--- src/rtl/multicycle_ctrl.sv ---
// Multi-cycle control FSM for the single-issue CPU.
// Sequences fetch, decode, execute, memory access and write-back. It drives
// the register file, ALU and memory control lines and counts retired
// instructions.
//
// Handshake: imem_req / dmem_req stay high for as long as the FSM waits in
// FETCH / MEM. The matching *_ready input completes the access in the cycle
// it is sampled high at the rising edge. If ready does not arrive within
// TIMEOUT request cycles, the FSM parks in FAULT until reset.
module multicycle_ctrl #(
   parameter int REG_ADDR_W = 5,
   parameter int TIMEOUT    = 16
) (
   input  logic                  clk,
   input  logic                  rst,
   input  logic [31:0]           instr,
   input  logic                  imem_ready,
   input  logic                  dmem_ready,
   input  logic                  alu_zero,
   output logic                  imem_req,
   output logic                  ir_load,
   output logic                  pc_en,
   output logic                  pc_src,
   output logic [REG_ADDR_W-1:0] rs_addr,
   output logic [REG_ADDR_W-1:0] rt_addr,
   output logic [REG_ADDR_W-1:0] wr_addr,
   output logic                  rf_we,
   output logic                  wb_sel,
   output logic                  alu_src_imm,
   output logic [2:0]            alu_op,
   output logic                  dmem_req,
   output logic                  dmem_we,
   output logic                  illegal,
   output logic                  fault,
   output logic [31:0]           retired,
   output logic [2:0]            state
);

   typedef enum logic [2:0] {
      S_FETCH  = 3'd0,
      S_DECODE = 3'd1,
      S_EXEC   = 3'd2,
      S_MEM    = 3'd3,
      S_WB     = 3'd4,
      S_FAULT  = 3'd7
   } state_e;

   localparam logic [5:0] OP_RTYPE = 6'b000000;
   localparam logic [5:0] OP_ADDI  = 6'b001000;
   localparam logic [5:0] OP_LW    = 6'b100011;
   localparam logic [5:0] OP_SW    = 6'b101011;
   localparam logic [5:0] OP_BEQ   = 6'b000100;

   localparam logic [5:0] FN_ADD = 6'b100000;
   localparam logic [5:0] FN_SUB = 6'b100010;
   localparam logic [5:0] FN_AND = 6'b100100;
   localparam logic [5:0] FN_OR  = 6'b100101;
   localparam logic [5:0] FN_SLT = 6'b101010;

   localparam logic [2:0] ALU_ADD = 3'b000;
   localparam logic [2:0] ALU_SUB = 3'b001;
   localparam logic [2:0] ALU_AND = 3'b010;
   localparam logic [2:0] ALU_OR  = 3'b011;
   localparam logic [2:0] ALU_SLT = 3'b100;

   localparam int CNT_W = $clog2(TIMEOUT + 1);
   localparam logic [CNT_W-1:0] WAIT_LAST = CNT_W'(TIMEOUT - 1);

   state_e            state_q;
   logic [31:0]       ir_q;
   logic [CNT_W-1:0]  wait_q;
   logic [31:0]       retired_q;
   logic              fault_q;

   logic [5:0] opcode;
   logic [5:0] funct;
   logic       is_rtype;
   logic       is_addi;
   logic       is_lw;
   logic       is_sw;
   logic       is_beq;
   logic       dec_legal;
   logic [2:0] dec_alu_op;
   logic       dec_imm;
   logic       unused_shamt;

   assign opcode       = ir_q[31:26];
   assign funct        = ir_q[5:0];
   assign unused_shamt = ^ir_q[10:6];

   // Instruction decode from the captured IR.
   always_comb begin
      is_rtype   = 1'b0;
      is_addi    = 1'b0;
      is_lw      = 1'b0;
      is_sw      = 1'b0;
      is_beq     = 1'b0;
      dec_legal  = 1'b0;
      dec_alu_op = ALU_ADD;
      dec_imm    = 1'b0;
      case (opcode)
         OP_RTYPE: begin
            is_rtype  = 1'b1;
            dec_legal = 1'b1;
            case (funct)
               FN_ADD:  dec_alu_op = ALU_ADD;
               FN_SUB:  dec_alu_op = ALU_SUB;
               FN_AND:  dec_alu_op = ALU_AND;
               FN_OR:   dec_alu_op = ALU_OR;
               FN_SLT:  dec_alu_op = ALU_SLT;
               default: dec_legal  = 1'b0;
            endcase
         end
         OP_ADDI: begin
            is_addi   = 1'b1;
            dec_legal = 1'b1;
            dec_imm   = 1'b1;
         end
         OP_LW: begin
            is_lw     = 1'b1;
            dec_legal = 1'b1;
            dec_imm   = 1'b1;
         end
         OP_SW: begin
            is_sw     = 1'b1;
            dec_legal = 1'b1;
            dec_imm   = 1'b1;
         end
         OP_BEQ: begin
            is_beq     = 1'b1;
            dec_legal  = 1'b1;
            dec_alu_op = ALU_SUB;
         end
         default: dec_legal = 1'b0;
      endcase
   end

   // Control FSM: state, IR, wait counter, retired count and sticky fault.
   always_ff @(posedge clk) begin
      if (rst) begin
         state_q   <= S_FETCH;
         ir_q      <= 32'd0;
         wait_q    <= '0;
         retired_q <= 32'd0;
         fault_q   <= 1'b0;
      end else begin
         case (state_q)
            S_FETCH: begin
               if (imem_ready) begin
                  ir_q    <= instr;
                  wait_q  <= '0;
                  state_q <= S_DECODE;
               end else if (wait_q == WAIT_LAST) begin
                  wait_q  <= '0;
                  fault_q <= 1'b1;
                  state_q <= S_FAULT;
               end else begin
                  wait_q <= wait_q + 1'b1;
               end
            end
            S_DECODE: begin
               wait_q  <= '0;
               state_q <= dec_legal ? S_EXEC : S_FETCH;
            end
            S_EXEC: begin
               wait_q <= '0;
               if (is_beq) begin
                  retired_q <= retired_q + 32'd1;
                  state_q   <= S_FETCH;
               end else if (is_lw || is_sw) begin
                  state_q <= S_MEM;
               end else begin
                  state_q <= S_WB;
               end
            end
            S_MEM: begin
               if (dmem_ready) begin
                  wait_q <= '0;
                  if (is_sw) begin
                     retired_q <= retired_q + 32'd1;
                     state_q   <= S_FETCH;
                  end else begin
                     state_q <= S_WB;
                  end
               end else if (wait_q == WAIT_LAST) begin
                  wait_q  <= '0;
                  fault_q <= 1'b1;
                  state_q <= S_FAULT;
               end else begin
                  wait_q <= wait_q + 1'b1;
               end
            end
            S_WB: begin
               wait_q    <= '0;
               retired_q <= retired_q + 32'd1;
               state_q   <= S_FETCH;
            end
            S_FAULT: begin
               fault_q <= 1'b1;
            end
            default: begin
               wait_q  <= '0;
               fault_q <= 1'b1;
               state_q <= S_FAULT;
            end
         endcase
      end
   end

   // Register addresses come straight from the IR, so they hold until the next fetch.
   always_comb begin
      rs_addr = REG_ADDR_W'(ir_q[25:21]);
      rt_addr = REG_ADDR_W'(ir_q[20:16]);
      wr_addr = is_rtype ? REG_ADDR_W'(ir_q[15:11]) : REG_ADDR_W'(ir_q[20:16]);
   end

   // Per-state control decode; requests and pulses are held low while rst is high.
   always_comb begin
      imem_req    = 1'b0;
      ir_load     = 1'b0;
      pc_en       = 1'b0;
      pc_src      = 1'b0;
      rf_we       = 1'b0;
      wb_sel      = 1'b0;
      alu_src_imm = 1'b0;
      alu_op      = ALU_ADD;
      dmem_req    = 1'b0;
      dmem_we     = 1'b0;
      illegal     = 1'b0;
      case (state_q)
         S_FETCH: begin
            imem_req = 1'b1;
            ir_load  = imem_ready;
         end
         S_DECODE: begin
            if (!dec_legal) begin
               illegal = 1'b1;
               pc_en   = 1'b1;
            end
         end
         S_EXEC: begin
            alu_op      = dec_alu_op;
            alu_src_imm = dec_imm;
            if (is_beq) begin
               pc_en  = 1'b1;
               pc_src = alu_zero;
            end
         end
         S_MEM: begin
            alu_op      = ALU_ADD;
            alu_src_imm = 1'b1;
            dmem_req    = 1'b1;
            dmem_we     = is_sw;
            pc_en       = is_sw & dmem_ready;
         end
         S_WB: begin
            alu_op      = dec_alu_op;
            alu_src_imm = dec_imm;
            rf_we       = 1'b1;
            wb_sel      = is_lw;
            pc_en       = 1'b1;
         end
         default: ;
      endcase
      if (rst) begin
         imem_req = 1'b0;
         ir_load  = 1'b0;
         pc_en    = 1'b0;
         pc_src   = 1'b0;
         rf_we    = 1'b0;
         dmem_req = 1'b0;
         dmem_we  = 1'b0;
         illegal  = 1'b0;
      end
   end

   assign fault   = fault_q;
   assign retired = retired_q;
   assign state   = state_q;

endmodule

--- config.mk ---
export PLATFORM = sky130hd
export DESIGN_NAME = multicycle_ctrl
export DESIGN_NICKNAME = d
export VERILOG_FILES = /design/src/rtl/multicycle_ctrl.sv
export SDC_FILE = /design/constraint.sdc
export NUM_CORES = 1
export LEC_CHECK = 0
export BUFFER_PORTS_ARGS = -buffer_cell sky130_fd_sc_hd__buf_2
export CORE_ASPECT_RATIO = 1.4
export CORE_MARGIN = 2
export CORE_UTILIZATION = 40
export DETAILED_ROUTE_END_ITERATION = 8
export GPL_ROUTABILITY_DRIVEN = 0
export PLACE_DENSITY = 0.63
export SLEW_MARGIN = 30
export SYNTH_ARGS = -nofsm -noshare
export SYNTH_HDL_FRONTEND = slang
export SYNTH_SLANG_ARGS = --single-unit
export TNS_END_PERCENT = 1
--- constraint.sdc ---
create_clock -name clk -period 2.8 [get_ports clk]
set_input_delay 0.14 -clock clk [delete_from_list [all_inputs] [get_ports clk]]
set_output_delay 0.14 -clock clk [all_outputs]
set_load 0.05 [all_outputs]
==> results by group <==
Clocking
  • CTS Buf Count: 9
  • Hold_buf cts: 0
  • CTS sink count: 68
  • Post CTS Setup Buffer Count: 0
  • Worst skew pair latency: approximately 0.33 ns
  • Root buf cell: clkbuf_16
  • H-tree depth: 3
  • Clk slew on worst S/H paths: about 0.050 ns
  • Clk buf depth: 2
  • CTS tree: yes
  • Post-cts sizing count: 0

Route
  • DR iter-0 viols: 97
  • DRT Pass-1 Iters: 4
  • Antenna Nets Post-Route: 0
  • Via count: 3359
  • Post-Route WL: roughly 8300 µm
  • DR WL/cell: approximately 13 µm
  • Vias per cell: 5.40
  • DRC Markers: 0

Synthesis
  • Netlist cell types: 48
  • Syn nets: roughly 470
  • Synth Cell Area: 0.00339 mm²
  • Synth top area cells: dfxtp_1 40%, nand2_1 8.5%, a21oi_1 7.8%
  • Avg Cell Area, Syn: roughly 7.8 µm²
  • Post-synth EDFFs: 0
  • Top-count cell post-synth: nand2_1
  • Yosys top cell area share: between 40% and 50%
  • Cells after synthesis: between 400 and 500
  • Async set or reset register ratio after synthesis: 0%
  • Sequential-to-total area share from yosys stat: between 40% and 50%
  • Synth warn: 0
  • Main flop type after synthesis: dfxtp_1
  • Area leader, netlist: dfxtp_1
  • Post-synth top cells: 77 x nand2_1, 68 x dfxtp_1, 53 x a21oi_1, 32 x nor2_1, 22 x clkbuf_1
  • Yosys reg bits: 68

Critical path
  • Setup crit start: ir_q[26]
  • Worst r2r dst: retired[15]
  • RR Startpoint: ir_q[26]
  • CP endpoint kind: output pin
  • CP arrival: between 2 and 3 ns
  • Critical path buffers and inverters: 1
  • Worst path max stage delay: 0.56 ns
  • CP top delay family: simple AND/OR/NAND/NOR gates
  • R2R Setup Slk: approximately 0.23 ns
  • CP startpoint kind: flop
  • Critical Path RT: around 2.7 ns
  • R2r worst-path depth: 6
  • Crit path kind: reg -> out
  • CP max stage cell: or4b_1
  • Worst-path maximum fanout: 5
  • Critical-path cell list: or4_4 -> or3_1 -> or4b_1 -> nor3b_2 -> clkbuf_4

STA
  • Max-slew violation count: 0
  • Tmin final: ~2.7 ns
  • Relative slew slack: a little under half
  • Setup-failing EPs final: 0
  • Endpoints failing hold: 0
  • Fmax: 369 MHz
  • Worst slew pin tran: 0.776 ns
  • Clk_skew: 0.00487 ns
  • Period utilization: between 90% and 100%

Floorplan
  • Rows: 39
  • Core footprint: about 0.0082 mm²
  • DIE WIDTH: between 80 and 90 µm
  • Die area: between 0.009 and 0.01 mm²
  • # IOs: 101
  • Initial Utilization: 41.4%
  • Die Height: ~110 µm

Min path
  • Hold depth: 3
  • HP Class: in -> reg
  • Worst hold endpoint: ir_q[21]
  • Hold_sp: instr[21]

Place
  • IO Port Bufs: 95
  • Placed instance area: 0.00389 mm²
  • DPL Wire Length: between 5000 and 6000 µm

Final layout
  • ANT cells: 0
  • Core Util, Final: between 50% and 60%
  • Synthesis-to-finish area growth: 23.9%
  • Layout cells sized above 1: 25.6%
  • Fin nets: between 500 and 600
  • Final instance area: about 0.0042 mm²

Global route
  • Pin count of the biggest net entering global routing: 41
  • Gr usage total: a little under a fifth
  • Gr ovfl total: 0
  • Initial antenna violation count: 0
  • Global-route wire length before repair: between 10000 and 15000 µm
  • Vias in the first global route: just over 3000

Power
  • PD cells: 608 mW/mm²
  • Lkg Pwr: around 1.7 nW
  • VDD IR max: 0.410 mV
  • Total chip power: between 0.002 and 0.003 W

Job
  • Max-cap viol count: 0

Run status
  • Status: finished clean
## cell type report
class | count | area, µm²
Fill cell | 845 | 3990
Multi-Input combinational cell | 328 | 1850
Sequential cell | 68 | 1360
Timing Repair Buffer | 104 | 548
Clock buffer | 12 | 256
Tap cell | 102 | 128
Clock inverter | 4 | 47.5
Inverter | 4 | 15.0
## placed cells by master (no fill, tap or decap), drive strengths merged, types with 2 or more instances in the layout
cell    instances
and4            5
nor3            8
buf           103
clkbuf         13
nor3b           5
nor2           32
a211oi          9
nand4          14
or4b            2
nand2b          3
nand3          13
or3            13
a31oi           6
o21ai          21
nand2          77
or2             2
a22oi           3
o31ai           4
and2            5
clkinv          2
a21oi          53
mux2            5
xnor2          16
and3            3
inv             4
ha              2
nor2b           3
dfxtp          68
or3b            3
a21o            2
or4             5
## cell families after synthesis
| group | Yosys count | share of synthesized area, % |
|---|---|---|
| AND/OR/NAND/NOR | 199 | 29.6 |
| AO/OA/AOI/OAI | 105 | 17.7 |
| flip-flops | 68 | 40.1 |
| buffers and inverters | 39 | 5.68 |
| XOR/XNOR | 16 | 4.13 |
| multiplexers | 6 | 1.95 |
| adder cells (fa/ha/maj) | 2 | 0.738 |
## tightest hold or removal path: stages
cell,delay [ns]
buf_2,0.09
nand2_1,0.04
a21oi_1,0.05
## worst max path at each step
stage	depth (start not counted)	end
after floorplan	5	alu_op[0]
after global placement	5	retired[23]
after detailed placement	5	retired[27]
after CTS	5	alu_op[0]
after global routing	5	alu_op[1]
final	5	alu_op[1]
## power breakdown
part / internal [W] / switching [W] / total, W
sequential: 0.00101 / 0.0000303 / 0.00104
clock: 0.000734 / 0.000400 / 0.00113
combinational: 0.000122 / 0.000263 / 0.000385
## registers in the layout (all words and copies together), names as in the netlist
| register | count |
|---|---|
| retired | 32 |
| state | 3 |
| fault | 1 |
| ir_q | 27 |
| wait_q | 5 |
## through the flow
stage          hold WS [ns]  setup TNS [ns]  instances  worst slack, ns
4_1_cts              0.0318               0        622           0.0279
6_report             0.0438               0        622           0.0927
3_5_place_dp          0.386               0        606            0.284
2_1_floorplan         0.276          -0.495        435           -0.352
3_3_place_gp          0.379               0        606            0.310
5_1_grt              0.0415         -0.0143        622          -0.0143
## layer usage
metal,part of all wire [%],global-route usage (%)
met1,41,22.0
met2,50,30.7
met3,7.5,5.90
met4,1.2,8.67
met5,0,0
(Power assumes the default switching activity.)
